===== src/rtl/dmx_pkg.sv =====
// Shared definitions for the 1x16 demux route sequencer.
//   NUM_CHAN / CHAN_W : demux fan-out and select width
//   LAST_CHAN         : final channel of a scan (the counter stops here)
//   dmx_state_e       : sequencer FSM encoding
//   chan_onehot()     : expected demux output pattern for a channel
package dmx_pkg;

  localparam int NUM_CHAN = 16;
  localparam int CHAN_W   = 4;

  localparam logic [CHAN_W-1:0] LAST_CHAN = 4'd15;

  typedef enum logic [1:0] {
    ST_IDLE    = 2'd0,
    ST_SETUP   = 2'd1,
    ST_DRIVE   = 2'd2,
    ST_RELEASE = 2'd3
  } dmx_state_e;

  function automatic logic [NUM_CHAN-1:0] chan_onehot(input logic [CHAN_W-1:0] ch);
    logic [NUM_CHAN-1:0] v;
    v = '0;
    v[ch] = 1'b1;
    return v;
  endfunction

endpackage


===== src/rtl/dmx_dwell_timer.sv =====
// Loadable down-counter used to time the SETUP and DRIVE phases.
//   clk, rst_n  : clock, asynchronous active-low reset
//   load_i      : load load_val_i (has priority over decrement)
//   load_val_i  : phase length minus one
//   en_i        : decrement by one, saturating at zero
//   done_o      : counter is zero (current cycle is the last of the phase)
module dmx_dwell_timer #(
  parameter int W = 3
) (
  input  logic         clk,
  input  logic         rst_n,
  input  logic         load_i,
  input  logic [W-1:0] load_val_i,
  input  logic         en_i,
  output logic         done_o
);

  logic [W-1:0] count_q;

  always_ff @(posedge clk or negedge rst_n) begin
    if (!rst_n) begin
      count_q <= '0;
    end else if (load_i) begin
      count_q <= load_val_i;
    end else if (en_i && (count_q != '0)) begin
      count_q <= count_q - 1'b1;
    end
  end

  assign done_o = (count_q == '0);

endmodule


===== src/rtl/dmx_route_sequencer.sv =====
// Break-before-make driver for a 1x16 demux (a, s0..s3; s0 = select MSB).
// Takes {data, channel} requests on a valid/ready handshake, sets the select
// while a=0, holds data on a for DWELL_CYCLES, then releases a before any
// further select change. Scan mode walks channels 0..15 with one data bit.
//
// Handshake: a request transfers on a rising clk edge where in_valid and
// in_ready are both 1. in_ready is registered and high only in IDLE; a
// requester seeing in_ready=0 keeps in_valid (and its payload) asserted.
//
// Ports:
//   clk, rst_n          clock, asynchronous active-low reset
//   in_valid/in_ready   request handshake
//   in_data, in_chan    bit to route and target channel (in_chan unused in scan)
//   in_scan             broadcast in_data to channels 0..15 in turn
//   dmx_a, dmx_s0..s3   demux data and select ({s0,s1,s2,s3} = channel)
//   dmx_strobe          high exactly while in DRIVE
//   busy                high outside IDLE
// Optional (macro DMX_CHECK_EN):
//   dmx_y               demux outputs fed back for checking
//   chk_err             sticky mismatch flag, cleared only by reset
module dmx_route_sequencer
  import dmx_pkg::*;
#(
  parameter int SETTLE_CYCLES = 1,
  parameter int DWELL_CYCLES  = 4
) (
  input  logic              clk,
  input  logic              rst_n,
  input  logic              in_valid,
  output logic              in_ready,
  input  logic              in_data,
  input  logic [CHAN_W-1:0] in_chan,
  input  logic              in_scan,
  output logic              dmx_a,
  output logic              dmx_s0,
  output logic              dmx_s1,
  output logic              dmx_s2,
  output logic              dmx_s3,
  output logic              dmx_strobe,
  output logic              busy
`ifdef DMX_CHECK_EN
  ,
  input  logic [NUM_CHAN-1:0] dmx_y,
  output logic                chk_err
`endif
);

  localparam int MAX_CYC = (SETTLE_CYCLES > DWELL_CYCLES) ? SETTLE_CYCLES : DWELL_CYCLES;
  localparam int TMR_W   = (MAX_CYC < 2) ? 1 : $clog2(MAX_CYC + 1);

  localparam logic [TMR_W-1:0] SETTLE_LOAD = TMR_W'(SETTLE_CYCLES - 1);
  localparam logic [TMR_W-1:0] DWELL_LOAD  = TMR_W'(DWELL_CYCLES - 1);

  dmx_state_e        state_q;
  logic [CHAN_W-1:0] chan_q;
  logic              data_q;
  logic              scan_q;
  logic              a_q;
  logic              strobe_q;
  logic              ready_q;
  logic              busy_q;

  logic              accept;
  logic              scan_more;
  logic              tmr_load;
  logic [TMR_W-1:0]  tmr_val;
  logic              tmr_en;
  logic              tmr_done;

  assign accept    = (state_q == ST_IDLE) && in_valid && ready_q;
  // A scan continues until channel 15 has been released; no wrap to 0.
  assign scan_more = scan_q && (chan_q != LAST_CHAN);

  // Timer is reloaded on entry to each timed state and counts down inside it.
  always_comb begin
    tmr_load = 1'b0;
    tmr_val  = '0;
    tmr_en   = 1'b0;
    case (state_q)
      ST_IDLE: begin
        if (accept) begin
          tmr_load = 1'b1;
          tmr_val  = SETTLE_LOAD;
        end
      end
      ST_SETUP: begin
        if (tmr_done) begin
          tmr_load = 1'b1;
          tmr_val  = DWELL_LOAD;
        end else begin
          tmr_en = 1'b1;
        end
      end
      ST_DRIVE: begin
        tmr_en = !tmr_done;
      end
      ST_RELEASE: begin
        if (scan_more) begin
          tmr_load = 1'b1;
          tmr_val  = SETTLE_LOAD;
        end
      end
      default: ;
    endcase
  end

  dmx_dwell_timer #(.W(TMR_W)) u_timer (
    .clk        (clk),
    .rst_n      (rst_n),
    .load_i     (tmr_load),
    .load_val_i (tmr_val),
    .en_i       (tmr_en),
    .done_o     (tmr_done)
  );

  // chan_q is the select register itself: it only changes on entry to SETUP,
  // which is always from IDLE or RELEASE where a is already 0.
  always_ff @(posedge clk or negedge rst_n) begin
    if (!rst_n) begin
      state_q  <= ST_IDLE;
      chan_q   <= '0;
      data_q   <= 1'b0;
      scan_q   <= 1'b0;
      a_q      <= 1'b0;
      strobe_q <= 1'b0;
      ready_q  <= 1'b0;
      busy_q   <= 1'b0;
    end else begin
      case (state_q)
        ST_IDLE: begin
          if (accept) begin
            data_q  <= in_data;
            scan_q  <= in_scan;
            chan_q  <= in_scan ? '0 : in_chan;
            ready_q <= 1'b0;
            busy_q  <= 1'b1;
            state_q <= ST_SETUP;
          end else begin
            ready_q <= 1'b1;
          end
        end
        ST_SETUP: begin
          if (tmr_done) begin
            a_q      <= data_q;
            strobe_q <= 1'b1;
            state_q  <= ST_DRIVE;
          end
        end
        ST_DRIVE: begin
          if (tmr_done) begin
            a_q      <= 1'b0;
            strobe_q <= 1'b0;
            state_q  <= ST_RELEASE;
          end
        end
        ST_RELEASE: begin
          if (scan_more) begin
            chan_q  <= chan_q + 4'd1;
            state_q <= ST_SETUP;
          end else begin
            scan_q  <= 1'b0;
            busy_q  <= 1'b0;
            ready_q <= 1'b1;
            state_q <= ST_IDLE;
          end
        end
        default: state_q <= ST_IDLE;
      endcase
    end
  end

  assign in_ready   = ready_q;
  assign busy       = busy_q;
  assign dmx_a      = a_q;
  assign dmx_strobe = strobe_q;
  assign dmx_s0     = chan_q[3];
  assign dmx_s1     = chan_q[2];
  assign dmx_s2     = chan_q[1];
  assign dmx_s3     = chan_q[0];

`ifdef DMX_CHECK_EN
  logic [NUM_CHAN-1:0] y_exp;
  logic                chk_err_q;

  // Only a DRIVE cycle carrying a 1 should light an output.
  assign y_exp = ((state_q == ST_DRIVE) && data_q) ? chan_onehot(chan_q) : '0;

  always_ff @(posedge clk or negedge rst_n) begin
    if (!rst_n) begin
      chk_err_q <= 1'b0;
    end else if (dmx_y != y_exp) begin
      chk_err_q <= 1'b1;
    end
  end

  assign chk_err = chk_err_q;
`endif

endmodule


===== config.mk =====
export PLATFORM = sky130hd
export DESIGN_NAME = dmx_route_sequencer
export DESIGN_NICKNAME = d
export VERILOG_FILES = /design/src/rtl/dmx_pkg.sv /design/src/rtl/dmx_dwell_timer.sv /design/src/rtl/dmx_route_sequencer.sv
export SDC_FILE = /design/constraint.sdc
export NUM_CORES = 1
export LEC_CHECK = 0
export CORE_UTILIZATION = 30
export DETAILED_ROUTE_END_ITERATION = 10
export HOLD_SLACK_MARGIN = 0.02
export PLACE_DENSITY = 0.58
export REMOVE_ABC_BUFFERS = 1
export SKIP_CTS_REPAIR_TIMING = 1
export SLEW_MARGIN = 10
export SYNTH_ARGS = -nofsm -noshare
export SYNTH_HDL_FRONTEND = slang
export SYNTH_SLANG_ARGS = --single-unit

===== constraint.sdc =====
create_clock -name clk -period 1.9 [get_ports clk]
set_clock_uncertainty 0.2 [all_clocks]
set_input_delay 0.285 -clock clk [delete_from_list [all_inputs] [get_ports clk]]
set_output_delay 0.285 -clock clk [all_outputs]
set_load 0.1 [all_outputs]

==> reports/results.tsv <==
stage	metric	value	unit
timing	period_needed	1.86	ns
setup_path	r2r_setup_slack	0.04	ns
clock_tree	clk_latency	0.28	ns
timing	rsz0062_at_grt	true	
detailed_routing	route.detailed.drc	0	
finish	drive_gt1_share	30.8	%
finish	post-route-util	44.0	%
finish	multiInputGateArea	549	um^2
hold_path	min_path_type	input pin to async pin	
status	status	complete, no violations	
setup_path	slowest_stage	dfrtp_2	
clock_tree	clkSinkCount	15	
yosys	synth_cell_types	34	
detailed_routing	wl_per_cell	11.5	um
clock_tree	cts_tree	yes	
setup_path	cp.arrival	1.84	ns
timing	timing.hold.ws	0.101	ns
yosys	synth_top_family_by_area	compound AO/OA/AOI/OAI gates	
yosys	synthAdderAreaFrac	10.6	%
place	dp_cells	160	
yosys	syn_avg_cell_area	10.1	um^2
place	dp_hpwl	1500	um
global_routing	grt_pass1_vias	720	
detailed_routing	wirelength	1890	um
place	io_buffers	16	
yosys	netlist_top_cells_area	dfrtp_1, ha_1, o21ai_0, nand3_1, inv_1	
job	max_cap_viol_count	0	
detailed_routing	vias	778	
detailed_routing	dr.pass1.iters	4	
place	routabilityCongestion	0.747	
timing	worst_pin_slew	0.309	ns
timing	slew_headroom	79.3	%
detailed_routing	ant_nets	0	
finish	instances_no_fill	164	
timing	min_period_over_period	98.0	%
global_routing	antenna_found_initial	0	
floorplan	ios	17	
clock_tree	cts_max_path_buffers	2	
yosys	ys_warn_count	0	
yosys	yosys.area_share.simple	19.3	%
floorplan	die_h	58.2	um
yosys	synth_top_area_share	39.6	%
setup_path	path_buf_inv	2	
setup_path	criticalPathCategory	flip-flop to flip-flop	
floorplan	start_util	31.3	%
global_routing	grt_pass1_wl	3180	um
clock_tree	clkTransAtPathRegs	0.10	ns
yosys	synth-seq-cells	15	
clock_tree	htreeDepth	1	
global_routing	grt_max_degree	16	
place	placed_area	0.00128	mm^2
finish	seqCellArea	377	um^2
timing	drv_slew	0	
yosys	netlist_instances	94	
clock_tree	cts_made_buffers	3	
timing	finalSetupViolations	0	
floorplan	die_w	58.2	um
finish	diodes	0	
yosys	synth.area.mux_share	3.43	%
setup_path	crit_required	1.88	ns
finish	final_nets	138	
detailed_routing	via_per_inst	4.74	
floorplan	die-area	0.00339	mm^2
setup_path	cpPeakStageDelay	0.46	ns
floorplan	rows	20	
yosys	synth-xor-area-share	1.85	%
detailed_routing	drt_first_iter_violations	32	
setup_path	crit_path_end_kind	flip-flop	
finish	area_growth	40.6	%
timing	hold_violations	0	
yosys	synth_edf_count	0	
yosys	synth_compound_area_share	20.6	%
yosys	syn_area	947	um^2
setup_path	critPathMaxFanout	6	
yosys	synthFlopType	dfrtp_1	
global_routing	grt_usage	11.8	%
yosys	seq_area_frac_synth	39.6	%
yosys	synth_area_leader_cell	dfrtp_1	
finish	final_area	0.00133	mm^2
setup_path	path_cells	inv_1 > ha_2 > nor2_1 > buf_4 > o21ai_2 > mux2_2	
clock_tree	cts-root-buf	clkbuf_4	
setup_path	cp_top_family	flip-flops	
floorplan	coreArea	0.00303	mm^2
timing	fmax	537	MHz
setup_path	startpoint_type	flip-flop	
global_routing	grt.overflow.total	0	
finish	fill_cells	289	
yosys	async_reset_ff_share	100	%
kinds of logic (layout without fill, tap and decap cells):
group / count (synthesis) / count (layout)
xor gates and xnor gates: 2 / 2
AOI/OAI and AO/OA: 26 / 26
adders and majority gates: 8 / 8
muxes: 3 / 3
DFF: 15 / 15
and+or+nand+nor: 31 / 31
buffers and inverters: 9 / 35
per-stage QoR:
stage,TNS (ns),setup slack (ns)
4_1_cts,0,0.00495
5_1_grt,-0.0342,-0.0204
3_3_place_gp,0,0.0597
6_report,0,0.0383
2_1_floorplan,-1.76,-0.293
3_5_place_dp,0,0.00209
metal layers:
layer | track usage [%] | share of wire, % | wire length, um | up-vias
met3 | 0.670 | 2.2 | 42 | 0
met1 | 17.2 | 51 | 956 | 369
li1 | - | - | - | 391
met4 | 4.08 | 0 | 0 | 0
met2 | 18.4 | 47 | 887 | 18
met5 | 0 | 0 | 0 | -
final cells by class:
| class | count | area share [%] |
|---|---|---|
| clock inverter | 1 | 0.376 |
| inverter | 8 | 2.26 |
| sequential | 15 | 28.3 |
| clock buffer | 3 | 1.69 |
| tap | 44 | 4.14 |
| timing repair buffer | 23 | 22.0 |
| multi-input combinational | 70 | 41.3 |
cell usage after synthesis, drive strengths merged (2+ instances only):
cell type,number
dfrtp,15
o21ai,10
ha,8
inv,8
nand2,7
nand3,7
a21oi,5
nor2,5
a31oi,2
a32oi,2
and2b,2
mux2,2
nor2b,2
placed cells by master (no fill, tap or decap), types with 2 or more instances in the layout:
cell type	n
clkbuf_4	3
nor2b_1	2
nand2_1	7
nand3_1	7
buf_4	7
nor2_1	5
o21ai_0	8
inv_1	6
a21oi_1	5
clkdlybuf4s50_1	8
a32oi_1	2
o21ai_2	2
ha_1	6
inv_2	2
buf_12	8
mux2_2	2
and2b_2	2
dfrtp_1	14
registers in the layout, summed over array words and instances (netlist names):
| signal | flops |
|---|---|
| busy | 1 |
| in_ready | 1 |
| u_timer.count_q | 3 |
| chan_q | 4 |
| dmx_strobe | 1 |
| state_q | 2 |
| data_q | 1 |
| scan_q | 1 |
| dmx_a | 1 |
final timing paths:
kind	from	end	depth (start not counted)
worst max-delay path	state_q[1]	state_q[1]	6
worst min-delay path	rst_n	in_ready	2
worst max register to register	state_q[1]	state_q[1]	6
worst min register to register	data_q	data_q	2
max in group asynchronous	rst_n	state_q[1]	2
min in group clk	data_q	data_q	2
Power is not shown: default switching activity piles up to over one toggle a cycle in this logic, so the estimate is an artifact.
